<file path="src/rtl/time_pkg.sv">
// rtl/time_pkg.sv - shared state encoding, time field widths and carry/borrow helpers
package time_pkg;

   typedef enum logic [1:0] {
      IDLE    = 2'd0,
      RUN     = 2'd1,
      STOP    = 2'd2,
      EXPIRED = 2'd3
   } state_t;

   localparam int MSEC_MAX = 99;
   localparam int SEC_MAX  = 59;
   localparam int MIN_MAX  = 59;

   localparam int MSEC_W  = 7;
   localparam int SEC_W   = 6;
   localparam int MIN_W   = 6;
   // Hour storage is sized for the widest supported HOUR_W (<= 8); the top narrows it.
   localparam int HOUR_FW = 8;

   typedef struct packed {
      logic [HOUR_FW-1:0] hour;
      logic [MIN_W-1:0]   min;
      logic [SEC_W-1:0]   sec;
      logic [MSEC_W-1:0]  msec;
   } time_t;

   // One tick forward with carries; hour wraps from hour_max to 0.
   function automatic time_t time_inc(input time_t t, input logic [HOUR_FW-1:0] hour_max);
      time_t r;
      r = t;
      if (t.msec != MSEC_W'(MSEC_MAX)) begin
         r.msec = t.msec + 1'b1;
      end else begin
         r.msec = '0;
         if (t.sec != SEC_W'(SEC_MAX)) begin
            r.sec = t.sec + 1'b1;
         end else begin
            r.sec = '0;
            if (t.min != MIN_W'(MIN_MAX)) begin
               r.min = t.min + 1'b1;
            end else begin
               r.min  = '0;
               r.hour = (t.hour == hour_max) ? '0 : t.hour + 1'b1;
            end
         end
      end
      return r;
   endfunction

   // One tick backward with borrows; callers never pass an all-zero time.
   function automatic time_t time_dec(input time_t t, input logic [HOUR_FW-1:0] hour_max);
      time_t r;
      r = t;
      if (t.msec != '0) begin
         r.msec = t.msec - 1'b1;
      end else begin
         r.msec = MSEC_W'(MSEC_MAX);
         if (t.sec != '0) begin
            r.sec = t.sec - 1'b1;
         end else begin
            r.sec = SEC_W'(SEC_MAX);
            if (t.min != '0) begin
               r.min = t.min - 1'b1;
            end else begin
               r.min  = MIN_W'(MIN_MAX);
               r.hour = (t.hour == '0) ? hour_max : t.hour - 1'b1;
            end
         end
      end
      return r;
   endfunction

endpackage

</file>
<file path="src/rtl/tick_gen.sv">
// rtl/tick_gen.sv - enabled prescaler producing one tick every DIV enabled cycles
module tick_gen #(
   parameter int DIV = 10
) (
   input  logic clk,
   input  logic rst,
   input  logic en,
   input  logic clr,
   output logic tick
);

   localparam int CW = (DIV > 1) ? $clog2(DIV) : 1;

   logic [CW-1:0] cnt;

   assign tick = en && (cnt == CW'(DIV - 1));

   // Count only while enabled so a paused run keeps its sub-tick phase.
   always_ff @(posedge clk or negedge rst) begin
      if (!rst) begin
         cnt <= '0;
      end else if (clr) begin
         cnt <= '0;
      end else if (en) begin
         cnt <= tick ? '0 : cnt + 1'b1;
      end
   end

endmodule

</file>
<file path="src/rtl/stopwatch_lap_timer.sv">
// rtl/stopwatch_lap_timer.sv - up/down hh:mm:ss.cc timer with lap FIFO (LAP_OVERWRITE_EN: overwrite oldest lap when full)
module stopwatch_lap_timer
   import time_pkg::*;
#(
   parameter int CLK_HZ    = 100_000_000,
   parameter int TICK_HZ   = 100,
   parameter int LAP_DEPTH = 8,
   parameter int HOUR_W    = 5,
   parameter int HOUR_MAX  = 23
) (
   input  logic                         clk,
   input  logic                         rst,
   input  logic                         i_runstop,
   input  logic                         i_clear,
   input  logic                         i_lap,
   input  logic                         i_dir,
   input  logic [5:0]                   i_preset_min,
   input  logic                         i_lap_pop,
   output logic [6:0]                   msec,
   output logic [5:0]                   sec,
   output logic [5:0]                   min,
   output logic [HOUR_W-1:0]            hour,
   output logic                         running,
   output logic                         expired,
   output logic                         lap_valid,
   output logic [6:0]                   lap_msec,
   output logic [5:0]                   lap_sec,
   output logic [5:0]                   lap_min,
   output logic [HOUR_W-1:0]            lap_hour,
   output logic [$clog2(LAP_DEPTH):0]   lap_count
);

   localparam int AW = $clog2(LAP_DEPTH);
   localparam logic [HOUR_FW-1:0] HMAX = HOUR_FW'(HOUR_MAX);

   state_t             state, state_next;
   time_t              t_q, t_next, preset, head_q, head_next;
   logic               dir_q, expired_next, tick;
   logic [AW-1:0]      wr_ptr, rd_ptr, rd_next;
   logic [AW:0]        cnt, cnt_next;
   logic               full, push_req, pop_ok, do_write, drop_old;
   time_t              mem [LAP_DEPTH];

   tick_gen #(.DIV(CLK_HZ / TICK_HZ)) u_tick (
      .clk  (clk),
      .rst  (rst),
      .en   (state == RUN),
      .clr  (i_clear),
      .tick (tick)
   );

   assign preset = '{hour: '0, min: i_preset_min, sec: '0, msec: '0};

   // Next state and next time: clear dominates, expiry dominates a same-cycle runstop.
   always_comb begin
      state_next   = state;
      t_next       = t_q;
      expired_next = 1'b0;
      if (i_clear) begin
         state_next = IDLE;
         t_next     = i_dir ? preset : '0;
      end else begin
         case (state)
            IDLE: if (i_runstop) state_next = RUN;
            RUN: begin
               if (i_runstop) state_next = STOP;
               if (tick) begin
                  if (!dir_q) begin
                     t_next = time_inc(t_q, HMAX);
                  end else begin
                     if (t_q != '0) t_next = time_dec(t_q, HMAX);
                     if (t_next == '0) begin
                        state_next   = EXPIRED;
                        expired_next = 1'b1;
                     end
                  end
               end
            end
            STOP: if (i_runstop) state_next = RUN;
            default: ;
         endcase
      end
   end

   // State, live time and the direction latched while idle.
   always_ff @(posedge clk or negedge rst) begin
      if (!rst) begin
         state   <= IDLE;
         t_q     <= '0;
         expired <= 1'b0;
         dir_q   <= 1'b0;
      end else begin
         state   <= state_next;
         t_q     <= t_next;
         expired <= expired_next;
         if (state == IDLE || i_clear) dir_q <= i_dir;
      end
   end

   assign full     = (cnt == (AW+1)'(LAP_DEPTH));
   assign push_req = i_lap && (state == RUN) && !i_clear;
   assign pop_ok   = i_lap_pop && (cnt != '0) && !i_clear;

`ifdef LAP_OVERWRITE_EN
   assign do_write = push_req;
   assign drop_old = push_req && full && !pop_ok;
`else
   assign do_write = push_req && (!full || pop_ok);
   assign drop_old = 1'b0;
`endif

   // Next read pointer, occupancy and head entry, bypassing a write that lands on the new head.
   always_comb begin
      rd_next   = rd_ptr;
      cnt_next  = cnt;
      head_next = '0;
      if (pop_ok || drop_old) rd_next = rd_ptr + 1'b1;
      if (do_write && !(pop_ok || drop_old)) cnt_next = cnt + 1'b1;
      else if (!do_write && pop_ok)          cnt_next = cnt - 1'b1;
      if (cnt_next != '0) head_next = (do_write && wr_ptr == rd_next) ? t_q : mem[rd_next];
   end

   // FIFO pointers and the registered head view; clear flushes everything.
   always_ff @(posedge clk or negedge rst) begin
      if (!rst) begin
         wr_ptr    <= '0;
         rd_ptr    <= '0;
         cnt       <= '0;
         head_q    <= '0;
         lap_valid <= 1'b0;
      end else if (i_clear) begin
         wr_ptr    <= '0;
         rd_ptr    <= '0;
         cnt       <= '0;
         head_q    <= '0;
         lap_valid <= 1'b0;
      end else begin
         if (do_write) wr_ptr <= wr_ptr + 1'b1;
         rd_ptr    <= rd_next;
         cnt       <= cnt_next;
         head_q    <= head_next;
         lap_valid <= (cnt_next != '0);
      end
   end

   // Lap storage holds the pre-tick time of the capture cycle.
   always_ff @(posedge clk) begin
      if (do_write) mem[wr_ptr] <= t_q;
   end

   assign msec      = t_q.msec;
   assign sec       = t_q.sec;
   assign min       = t_q.min;
   assign hour      = HOUR_W'(t_q.hour);
   assign running   = (state == RUN);
   assign lap_msec  = head_q.msec;
   assign lap_sec   = head_q.sec;
   assign lap_min   = head_q.min;
   assign lap_hour  = HOUR_W'(head_q.hour);
   assign lap_count = cnt;

endmodule

</file>
<file path="config.mk">
export PLATFORM = sky130hd
export DESIGN_NAME = stopwatch_lap_timer
export DESIGN_NICKNAME = d
export VERILOG_FILES = /design/src/rtl/time_pkg.sv /design/src/rtl/tick_gen.sv /design/src/rtl/stopwatch_lap_timer.sv
export SDC_FILE = /design/constraint.sdc
export NUM_CORES = 1
export LEC_CHECK = 0
export CORE_AREA = 2 2 166 152
export CTS_CLUSTER_SIZE = 25
export DETAILED_ROUTE_END_ITERATION = 8
export DIE_AREA = 0 0 168 154
export HOLD_SLACK_MARGIN = 0.15
export PLACE_DENSITY = 0.77
export SLEW_MARGIN = 15
export SYNTH_ARGS = -nofsm -noshare
export SYNTH_HDL_FRONTEND = slang
export SYNTH_SLANG_ARGS = --single-unit
</file>
<file path="constraint.sdc">
create_clock -name clk -period 9.7 [get_ports clk]
set_input_delay 0.97 -clock clk [delete_from_list [all_inputs] [get_ports clk]]
set_output_delay 0.97 -clock clk [all_outputs]
set_load 0.03 [all_outputs]
</file>
==> flow_summary.json <==
{
  "outcome": "completed",
  "antenna_found_initial": 0,
  "max-cap-violations": 0,
  "seq_area_frac_synth": 0.607,
  "drive_gt1_frac": 0.136,
  "yosysTopAreaCell": "edfxtp_1",
  "grt_pass1_wl_mm": 46.5,
  "io_buffers": 67,
  "grt.met3_usage": 0.0409,
  "finalNetCount": 1031,
  "critical-path-slowest-cell": "or4_2",
  "slowest_delay_ns": 1.01,
  "r2r-end": "state[0]",
  "worst_pin_slew_ns": 1.05,
  "holdBufCountCts": 0,
  "timing_hold_violations_final": 0,
  "synth_area_leaders": "edfxtp_1, dfrtp_1, mux4_2",
  "end_kind": "flop",
  "fin_setup_tns_ns": 0,
  "postCtsResizedCells": 0,
  "netlist_top_cells_count": "edfxtp_1, dfrtp_1, nand2_1",
  "report.final.setup_viol": 0,
  "finalCritPeriodShare": 0.430,
  "synth_top_area_share": 0.442,
  "ir_worst_vdd_v": 0.000145,
  "critPathLaunchType": "input pin",
  "ys_ff_latch": 278,
  "skew_ns": 0.0221,
  "grt_usage": 0.231,
  "core_sq_um": 24000,
  "utilization": 0.615,
  "syn-instance-count": 974,
  "slew_violations": 0,
  "clockBufferDepth": 3,
  "rr_worst_depth": 10,
  "critPathBufInv": 3,
  "grt_overflow_total": 0,
  "antenna_cells": 0,
  "cp_top_family": "simple AND/OR/NAND/NOR gates",
  "synth_nets": 1002,
  "drc": 0,
  "ys_warn_count": 0,
  "grt.busiest_layer": "met2",
  "grtUsageMet2": 0.377,
  "min_path_type": "in -> async",
  "critical_path_arrival_ns": 4.61,
  "root_buffer": "clkbuf_16",
  "gp_congestion": 0.947,
  "dp_hpwl_mm": 17.8,
  "critPathKind": "in -> reg",
  "power_density_nw_per_um2": 209,
  "post_cts_buffers": 0,
  "worstPathRequired_ns": 10.14,
  "max_freq_mhz": 240,
  "cts_tree": "done",
  "synth.distinct_cells": 78,
  "grt_pass1_vias": 8351,
  "routed_wl_mm": 29.5,
  "synth-async-reset-ratio": 0.309,
  "clk_pin_slew_ns": 0.06,
  "row_count": 54,
  "slew_headroom": 0.292,
  "dieWidth_um": 168,
  "grt_util_met1": 0.323,
  "crit_cells": 10,
  "grt_setup_unrepaired": "no",
  "avgSynthCellArea_sq_um": 13.4,
  "synth.most_common_cell": "edfxtp_1",
  "avgViaCountPerCell": 6.29,
  "cts.sinks": 278,
  "synth_edf_count": 192,
  "syn_to_final_growth_pct": 13.0,
  "r2r_slack_ns": 5.67,
  "ios": 68,
  "drtIter0Drc": 841,
  "start_util": 0.544,
  "wl_per_cell_um": 22.1,
  "p_leak_uw": 0.00567,
  "clk_latency_ns": 0.57,
  "ant_nets": 0,
  "grt_max_degree": 75,
  "vias": 8385,
  "critPathMaxFanout": 37,
  "die_area_sq_um": 25900,
  "finalCriticalPeriod_ns": 4.18,
  "r2r-start": "sec[0]",
  "syn_area_sq_um": 13000,
  "crit_chain": "clkdlybuf4s50_1 > buf_4 > inv_1 > o311a_1 > nor2b_1 > a22oi_1 > xor2_1 > nor2_1 > or4_2 > o211a_1",
  "first_pass_iters": 6,
  "die_h_um": 154,
  "h-tree-depth": 1,
  "synthFlopType": "edfxtp_1",
  "cts-buffers-inserted": 28
}
-- worst max-delay path by stage --
stage,start,to,slack (ns)
4_1_cts,i_clear,lap_min[3],5.45
6_report,i_clear,lap_min[3],5.52
3_5_place_dp,i_clear,lap_min[3],4.85
5_1_grt,i_clear,lap_sec[5],5.27
2_1_floorplan,i_clear,mem[4][0],5.50
3_3_place_gp,i_clear,lap_sec[2],5.07
-- report_power, final --
part	switching (uW)	internal, uW
Clock	450	652
Combinational	320	238
Sequential	91.6	1330
-- logic make-up after synthesis --
family / Yosys count / share of synthesized area
AO/OA/AOI/OAI: 188 / 0.100
XOR/XNOR: 26 / 0.0180
adder cells (fa/ha/maj): 15 / 0.0144
buffers and inverters: 104 / 0.0441
flip-flops: 278 / 0.607
multiplexers: 77 / 0.105
AND/OR/NAND/NOR: 286 / 0.111
-- routing by layer --
layer / vias to the layer above / part of all wire / wire length, um
met5: - / 0 / 0
met3: 62 / 0.080 / 2360
li1: 3774 / - / -
met2: 375 / 0.48 / 14000
met1: 4174 / 0.42 / 12400
met4: 0 / 0.025 / 738
-- layout by cell type (no fill, tap or decap), drive strengths merged, types with 29 or more instances in the layout --
| cell type | n |
|---|---|
| nand2 | 85 |
| edfxtp | 192 |
| mux2i | 29 |
| a21oi | 38 |
| dfrtp | 86 |
| clkdlybuf4s50 | 66 |
| o21ai | 45 |
| clkbuf | 43 |
| nor2 | 64 |
| mux4 | 48 |
-- sequential cells by signal, indices dropped and copies added (netlist names), 4 cells and up --
register and count:
lap_sec 6, lap_hour 5, lap_min 6, sec 6
mem 192, u_tick.cnt 20, lap_count 4, msec 7
hour 5, lap_msec 7, min 6
-- metrics by stage --
stage	setup slack [ns]	hold slack [ns]	cells	total power, uW	instance area (sq um)
after global placement	5.07	0.478	1281	1990	13800
final	5.52	0.264	1333	3080	14700
after detailed placement	4.85	0.490	1281	2000	13800
after global routing	5.27	0.255	1333	3200	14700
after CTS	5.45	0.255	1333	3100	14700
after floorplan	5.50	0.445	974	1820	13000
-- final cells by class --
class | instances | area (sq um)
clock buffer | 43 | 840
sequential | 278 | 7920
tap | 308 | 385
fill | 1749 | 9240
multi-input combinational | 592 | 4620
timing repair buffer | 83 | 788
clock inverter | 9 | 121
inverter | 20 | 75.1
Power figures use the tool's default switching activity.
